### config.mk
export PLATFORM = sky130hd
export DESIGN_NAME = pc_sequencer_flat
export DESIGN_NICKNAME = d
export VERILOG_FILES = /design/src/rtl/pc_sequencer_pkg.sv /design/src/rtl/pc_sequencer_if.sv /design/src/rtl/pc_sequencer_perf_counter.sv /design/src/rtl/pc_sequencer.sv /design/src/flat_wrapper.sv
export SDC_FILE = /design/constraint.sdc
export NUM_CORES = 1
export LEC_CHECK = 0
export BUFFER_PORTS_ARGS = -buffer_cell sky130_fd_sc_hd__buf_2
export CAP_MARGIN = 20
export CORE_ASPECT_RATIO = 0.8
export CORE_UTILIZATION = 55
export DETAILED_ROUTE_END_ITERATION = 12
export GPL_TIMING_DRIVEN = 0
export PLACE_DENSITY = 0.79
export SYNTH_ARGS = -nofsm -noshare
export SYNTH_HDL_FRONTEND = slang
export SYNTH_SLANG_ARGS = --single-unit
### constraint.sdc
create_clock -name clk -period 2.6 [get_ports clk]
set_input_delay 0.13 -clock clk [delete_from_list [all_inputs] [get_ports clk]]
set_output_delay 0.13 -clock clk [all_outputs]
set_load 0.1 [all_outputs]
### src/rtl/pc_sequencer_pkg.sv
// Shared encodings and helpers for the fetch-PC sequencer.
package pc_sequencer_pkg;

    localparam int unsigned ADDR_W = 32;
    localparam int unsigned CNT_W  = 32;

    typedef enum logic [1:0] {
        BR_NONE  = 2'b00,
        BR_TAKEN = 2'b01,
        BR_JUMP  = 2'b10,
        BR_RSVD  = 2'b11
    } branch_e;

    typedef enum logic [1:0] {
        PC_ST_BOOT  = 2'd0,
        PC_ST_RUN   = 2'd1,
        PC_ST_DRAIN = 2'd2
    } pc_state_e;

    // Reserved encoding is deliberately treated as "no branch".
    function automatic logic is_redirect(input logic ex_valid, input branch_e br);
        return ex_valid && ((br == BR_TAKEN) || (br == BR_JUMP));
    endfunction

endpackage

### src/rtl/pc_sequencer_if.sv
// Pipeline-facing bundle of the fetch sequencer: EX redirect inputs, fetch handshake, flush pulses.
interface pc_sequencer_if;
    import pc_sequencer_pkg::*;

    logic              stall;
    logic              ex_valid;
    logic [1:0]        branch;
    logic [ADDR_W-1:0] target_addr;
    logic              fetch_valid;
    logic              fetch_ready;
    logic [ADDR_W-1:0] fetch_addr;
    logic              flush_if;
    logic              flush_id;
    logic              misalign;

    modport master (
        input  stall, ex_valid, branch, target_addr, fetch_ready,
        output fetch_valid, fetch_addr, flush_if, flush_id, misalign
    );

    modport slave (
        output stall, ex_valid, branch, target_addr, fetch_ready,
        input  fetch_valid, fetch_addr, flush_if, flush_id, misalign
    );

endinterface

### src/rtl/pc_sequencer_perf_counter.sv
// Saturating event counter used by the optional performance counters (PC_SEQ_PERF_EN).
module pc_perf_counter
    import pc_sequencer_pkg::*;
(
    input  logic             clk,
    input  logic             rst,
    input  logic             inc,
    output logic [CNT_W-1:0] count
);

    logic [CNT_W-1:0] count_d, count_q;

    always_comb begin
        count_d = count_q;
        if (inc && (count_q != '1)) begin
            count_d = count_q + CNT_W'(1);
        end
    end

    always_ff @(posedge clk or posedge rst) begin
        if (rst) begin
            count_q <= '0;
        end else begin
            count_q <= count_d;
        end
    end

    assign count = count_q;

endmodule

### src/rtl/pc_sequencer.sv
// Fetch-PC owner: sequential fetch, EX redirects with IF/ID flush, deferred redirect while a request waits.
// Optional redirect/stall counters are built when PC_SEQ_PERF_EN is defined.
module pc_sequencer
    import pc_sequencer_pkg::*;
#(
    parameter logic [31:0] RESET_PC = 32'h0000_0000,
    parameter int unsigned PC_STEP  = 4
) (
    input  logic                clk,
    input  logic                rst,
    pc_sequencer_if.master      bus
`ifdef PC_SEQ_PERF_EN
    ,
    output logic [CNT_W-1:0]    redirect_count,
    output logic [CNT_W-1:0]    stall_count
`endif
);

    pc_state_e         state_d, state_q;
    logic [ADDR_W-1:0] pc_d, pc_q;
    logic [ADDR_W-1:0] redirect_pc_d, redirect_pc_q;
    logic              fetch_valid_d, fetch_valid_q;
    logic              flush_d, flush_if_q, flush_id_q;
    logic              misalign_d, misalign_q;

    logic              redir;
    logic              tgt_misaligned;
    logic              fire;
    logic              pending;
    logic [ADDR_W-1:0] tgt;

    assign redir          = is_redirect(bus.ex_valid, branch_e'(bus.branch));
    assign tgt            = {bus.target_addr[ADDR_W-1:2], 2'b00};
    assign tgt_misaligned = |bus.target_addr[1:0];
    assign fire           = fetch_valid_q && bus.fetch_ready;
    assign pending        = fetch_valid_q && !bus.fetch_ready;

    // Request valid is a flop so a presented request can never be withdrawn by a late stall.
    always_comb begin
        state_d       = state_q;
        pc_d          = pc_q;
        redirect_pc_d = redirect_pc_q;
        fetch_valid_d = fetch_valid_q;
        flush_d       = 1'b0;
        misalign_d    = 1'b0;

        unique case (state_q)
            PC_ST_BOOT: begin
                state_d       = PC_ST_RUN;
                fetch_valid_d = !bus.stall;
            end
            PC_ST_RUN: begin
                if (redir && !pending) begin
                    pc_d          = tgt;
                    flush_d       = 1'b1;
                    misalign_d    = tgt_misaligned;
                    fetch_valid_d = !bus.stall;
                end else if (redir) begin
                    redirect_pc_d = tgt;
                    misalign_d    = tgt_misaligned;
                    fetch_valid_d = 1'b1;
                    state_d       = PC_ST_DRAIN;
                end else if (pending) begin
                    fetch_valid_d = 1'b1;
                end else begin
                    if (fire) begin
                        pc_d = pc_q + ADDR_W'(PC_STEP);
                    end
                    fetch_valid_d = !bus.stall;
                end
            end
            PC_ST_DRAIN: begin
                if (redir) begin
                    redirect_pc_d = tgt;
                    misalign_d    = tgt_misaligned;
                end
                // Latest redirect wins, including one arriving on the accept cycle.
                if (bus.fetch_ready) begin
                    pc_d          = redir ? tgt : redirect_pc_q;
                    flush_d       = 1'b1;
                    fetch_valid_d = !bus.stall;
                    state_d       = PC_ST_RUN;
                end
            end
            default: begin
                state_d       = PC_ST_BOOT;
                fetch_valid_d = 1'b0;
            end
        endcase
    end

    always_ff @(posedge clk or posedge rst) begin
        if (rst) begin
            state_q       <= PC_ST_BOOT;
            pc_q          <= RESET_PC;
            redirect_pc_q <= '0;
            fetch_valid_q <= 1'b0;
            flush_if_q    <= 1'b0;
            flush_id_q    <= 1'b0;
            misalign_q    <= 1'b0;
        end else begin
            state_q       <= state_d;
            pc_q          <= pc_d;
            redirect_pc_q <= redirect_pc_d;
            fetch_valid_q <= fetch_valid_d;
            flush_if_q    <= flush_d;
            flush_id_q    <= flush_d;
            misalign_q    <= misalign_d;
        end
    end

    assign bus.fetch_valid = fetch_valid_q;
    assign bus.fetch_addr  = pc_q;
    assign bus.flush_if    = flush_if_q;
    assign bus.flush_id    = flush_id_q;
    assign bus.misalign    = misalign_q;

`ifdef PC_SEQ_PERF_EN
    logic stall_in_run;
    assign stall_in_run = bus.stall && (state_q == PC_ST_RUN);

    pc_perf_counter u_redirect_cnt (
        .clk   (clk),
        .rst   (rst),
        .inc   (flush_d),
        .count (redirect_count)
    );

    pc_perf_counter u_stall_cnt (
        .clk   (clk),
        .rst   (rst),
        .inc   (stall_in_run),
        .count (stall_count)
    );
`endif

endmodule

### src/flat_wrapper.sv
// flat-port wrapper written by rule: the top's interface ports become plain ports
module pc_sequencer_flat import pc_sequencer_pkg::*;
#(
    parameter logic [31:0] RESET_PC = 32'h0000_0000,
    parameter int unsigned PC_STEP  = 4
)
  (clk, rst, bus_stall, bus_ex_valid, bus_branch, bus_target_addr, bus_fetch_ready, bus_fetch_valid, bus_fetch_addr, bus_flush_if, bus_flush_id, bus_misalign);
  pc_sequencer_if bus_i ();
  input  logic clk;
  input  logic rst;
  input wire logic [$bits(bus_i.stall)-1:0] bus_stall;
  input wire logic [$bits(bus_i.ex_valid)-1:0] bus_ex_valid;
  input wire logic [$bits(bus_i.branch)-1:0] bus_branch;
  input wire logic [$bits(bus_i.target_addr)-1:0] bus_target_addr;
  input wire logic [$bits(bus_i.fetch_ready)-1:0] bus_fetch_ready;
  output wire logic [$bits(bus_i.fetch_valid)-1:0] bus_fetch_valid;
  output wire logic [$bits(bus_i.fetch_addr)-1:0] bus_fetch_addr;
  output wire logic [$bits(bus_i.flush_if)-1:0] bus_flush_if;
  output wire logic [$bits(bus_i.flush_id)-1:0] bus_flush_id;
  output wire logic [$bits(bus_i.misalign)-1:0] bus_misalign;
  assign bus_i.stall = bus_stall;
  assign bus_i.ex_valid = bus_ex_valid;
  assign bus_i.branch = bus_branch;
  assign bus_i.target_addr = bus_target_addr;
  assign bus_i.fetch_ready = bus_fetch_ready;
  assign bus_fetch_valid = bus_i.fetch_valid;
  assign bus_fetch_addr = bus_i.fetch_addr;
  assign bus_flush_if = bus_i.flush_if;
  assign bus_flush_id = bus_i.flush_id;
  assign bus_misalign = bus_i.misalign;
  pc_sequencer #(.RESET_PC(RESET_PC), .PC_STEP(PC_STEP)) u_core (.clk(clk), .rst(rst), .bus(bus_i));
endmodule
==> run summary <==
Status: finished clean
Top_reg_cell synth: dfrtp_1
Hold Violations, Final: 0
Syn nets: 509
Area leader, netlist: dfrtp_1
Nets@finish: 595
Post-synth top area share: 0.407
Clock sinks: 69
RSZ-0062 raised after global routing: no
Crit. End Element: register
First-pass GRT wire length: 21600 um
Skew final: 0.0121 ns
Synthesized netlist cell count: 465
#FFs+latches synth: 69
Critical setup path kind: reg -> reg
Minimum clock period: 2.41 ns
Critical Path Max Stage Delay: 0.53 ns
Startpoint Class: register
Reg-to-reg startpoint: u_core.state_q[1]
Crit-path max FO: 10
Top area cells in the synthesized netlist: dfrtp_1 41%, mux2_2 8.8%, a21oi_1 4.2%
Hold depth: 2
Placed Area: 4750 um2
Gr usage total: 0.362
Avg Cell Area, Syn: 9.13 um2
Setup_tns: 0 ns
H-tree Lvls: 3
Ys async rst share: 1.00
Mapped Area: 4250 um2
Worst EP arrival: 2.67 ns
Hold Crit Start: bus_target_addr[20]
Wire length per cell: 20.9 um
Worst Tran Pin Value: 0.865 ns
Initial DRC count: 537
Ratio of cells with drive above 1 in the final layout: 0.275
Fill count: 650
Leading cell type in the layout, fill and taps excluded: buf_2
Iteration count of the initial detailed-routing pass: 7
Antenna fix cells: 0
Ys Warns: 0
Gr ovfl total: 0
RePlAce Congestion: 0.921
Hold Path Class: in -> reg
Reg2Reg Setup Slack: 0.19 ns
Cells on worst reg2reg path: 7
Inserted Clock Buffers: 9
Worst R2R End: u_core.bus.fetch_addr[0]
Final core occ: 0.672
Residual DRC: 0
Reg area: 1730 um2
Chip height: 80.6 um
Core Area: 7430 um2
HPWL after DPL: 9700 um
Initial Utilization: 0.572
Fin area: 4990 um2
Number of routed nets with antenna violations: 0
Die area: 8080 um2
Cell Chain, Critical Path: inv_1 > ha_1 > a21oi_1 > o221a_2 > clkbuf_1 > nand2_1 > a22o_1
Clk pin slew, worst setup/hold paths: 0.08 ns
Area delta synth->final: 17.5%
Hold_ws: 0.0141 ns
I/O pins: 75
TritonCTS clock tree: done
Max clock buf depth: 2
DR vias: 4427
Root buf cell: clkbuf_8
Fmax: 415 MHz
Slowest CP cell: clkbuf_1
IO Port Bufs: 74
CP Data Required Time: 2.86 ns
Relative slew slack: 0.423
Via-to-Cell Ratio: 6.70
EDFF count, synth: 0
FP Rows: 28
Die W: 100 um
Fin crit share: 0.927
Largest net degree at the start of global routing: 70
Max-slew violation count: 0
Commonest cells after routing, fill and taps aside: 87 x buf_2, 69 x dfrtp_1, 36 x a21oi_1
Vias in the first global route: 4084
Routed WL: 13800 um
Multi-input gate area: 2330 um2
Sequential share of the synthesized area: 0.407
Max-cap violations: 0
Worst-skew pair later-pin latency: 0.37 ns
WHS Endpoint: u_core.redirect_pc_q[20]
Finish-stage setup viols: 0
Initial antenna violation count: 0
Yosys cell types: 55
## worst max-delay path by stage
stage,from,to,slack (ns)
CTS,u_core.state_q[0],u_core.bus.fetch_addr[29],0.11
detailed placement,u_core.state_q[0],u_core.bus.fetch_addr[22],-0.03
global route,u_core.bus.fetch_addr[2],u_core.bus.fetch_addr[30],0.02
floorplan,u_core.bus.fetch_addr[2],u_core.bus.fetch_addr[30],0.10
global placement,rst,u_core.bus.fetch_addr[13],-0.14
finish,u_core.state_q[1],u_core.bus.fetch_addr[0],0.19
## sequential cells by signal, indices dropped and copies added (netlist names)
register / count
u_core.bus.fetch_addr: 32
u_core.redirect_pc_q: 32
u_core.state_q: 2
u_core.bus.fetch_valid: 1
u_core.bus.flush_if: 1
u_core.bus.misalign: 1
## worst max-delay path: cells and delay by family (launching register included)
kind	cells	cell delay, ns
buffers and inverters	2	0.61
AO/OA/AOI/OAI	3	0.75
AND/OR/NAND/NOR	1	0.26
flip-flops	1	0.41
adder cells (fa/ha/maj)	1	0.27
## kinds of logic after synthesis
group / after synthesis / synth area share
DFF: 69 / 0.407
xor gates and xnor gates: 3 / 0.00619
buffers and inverters: 45 / 0.0454
adders and majority gates: 5 / 0.0147
AOI/OAI and AO/OA: 143 / 0.230
and+or+nand+nor: 161 / 0.195
muxes: 39 / 0.102
## synthesized netlist by cell type (3+ instances only)
cell,instances
dfrtp_1,69
a21oi_1,36
mux2_2,33
nor2_1,33
nand2_1,32
nand3_1,30
o21ai_0,27
clkbuf_1,21
a211oi_1,15
nor3_1,15
and3_1,14
buf_2,13
and4_1,9
inv_1,9
o22a_1,9
a31oi_1,8
nand4_1,8
o31ai_1,8
mux2i_1,6
a22o_1,5
a2bb2oi_1,5
ha_1,5
and2_1,4
nor4_1,4
a221oi_1,3
a311oi_1,3
o22ai_1,3
o32a_1,3
## stage by stage
step	worst slack, ns	std cells
after detailed placement	-0.0270	644
after CTS	0.110	662
after global routing	0.0191	661
after floorplan	0.102	465
final	0.191	661
after global placement	-0.136	644
## metal layers
layer	vias up	wire, um	share of wire	GRT usage
met4	0	530	0.038	0.191
met5	-	0	0	0
li1	1938	-	-	-
met1	2119	5640	0.41	0.486
met3	52	1600	0.12	0.0827
met2	318	6080	0.44	0.545
## layout make-up
type / count / share of cell area
Timing Repair Buffer: 76 / 0.0783
Clock inverter: 7 / 0.0193
Clock buffer: 9 / 0.0248
Sequential cell: 69 / 0.346
Buffer: 35 / 0.0316
Multi-Input combinational cell: 351 / 0.466
Inverter: 9 / 0.00727
Tap cell: 105 / 0.0263
## repair_timing
item                                    CTS  global route
hold buffers                              2             0
endpoints found under the setup margin    1             2
gates resized for setup                   1             2
endpoints found under the hold margin    70             0
buffers inserted                          0             0
Power is not shown: default switching activity piles up to over one toggle a cycle in this logic, so the estimate is an artifact.
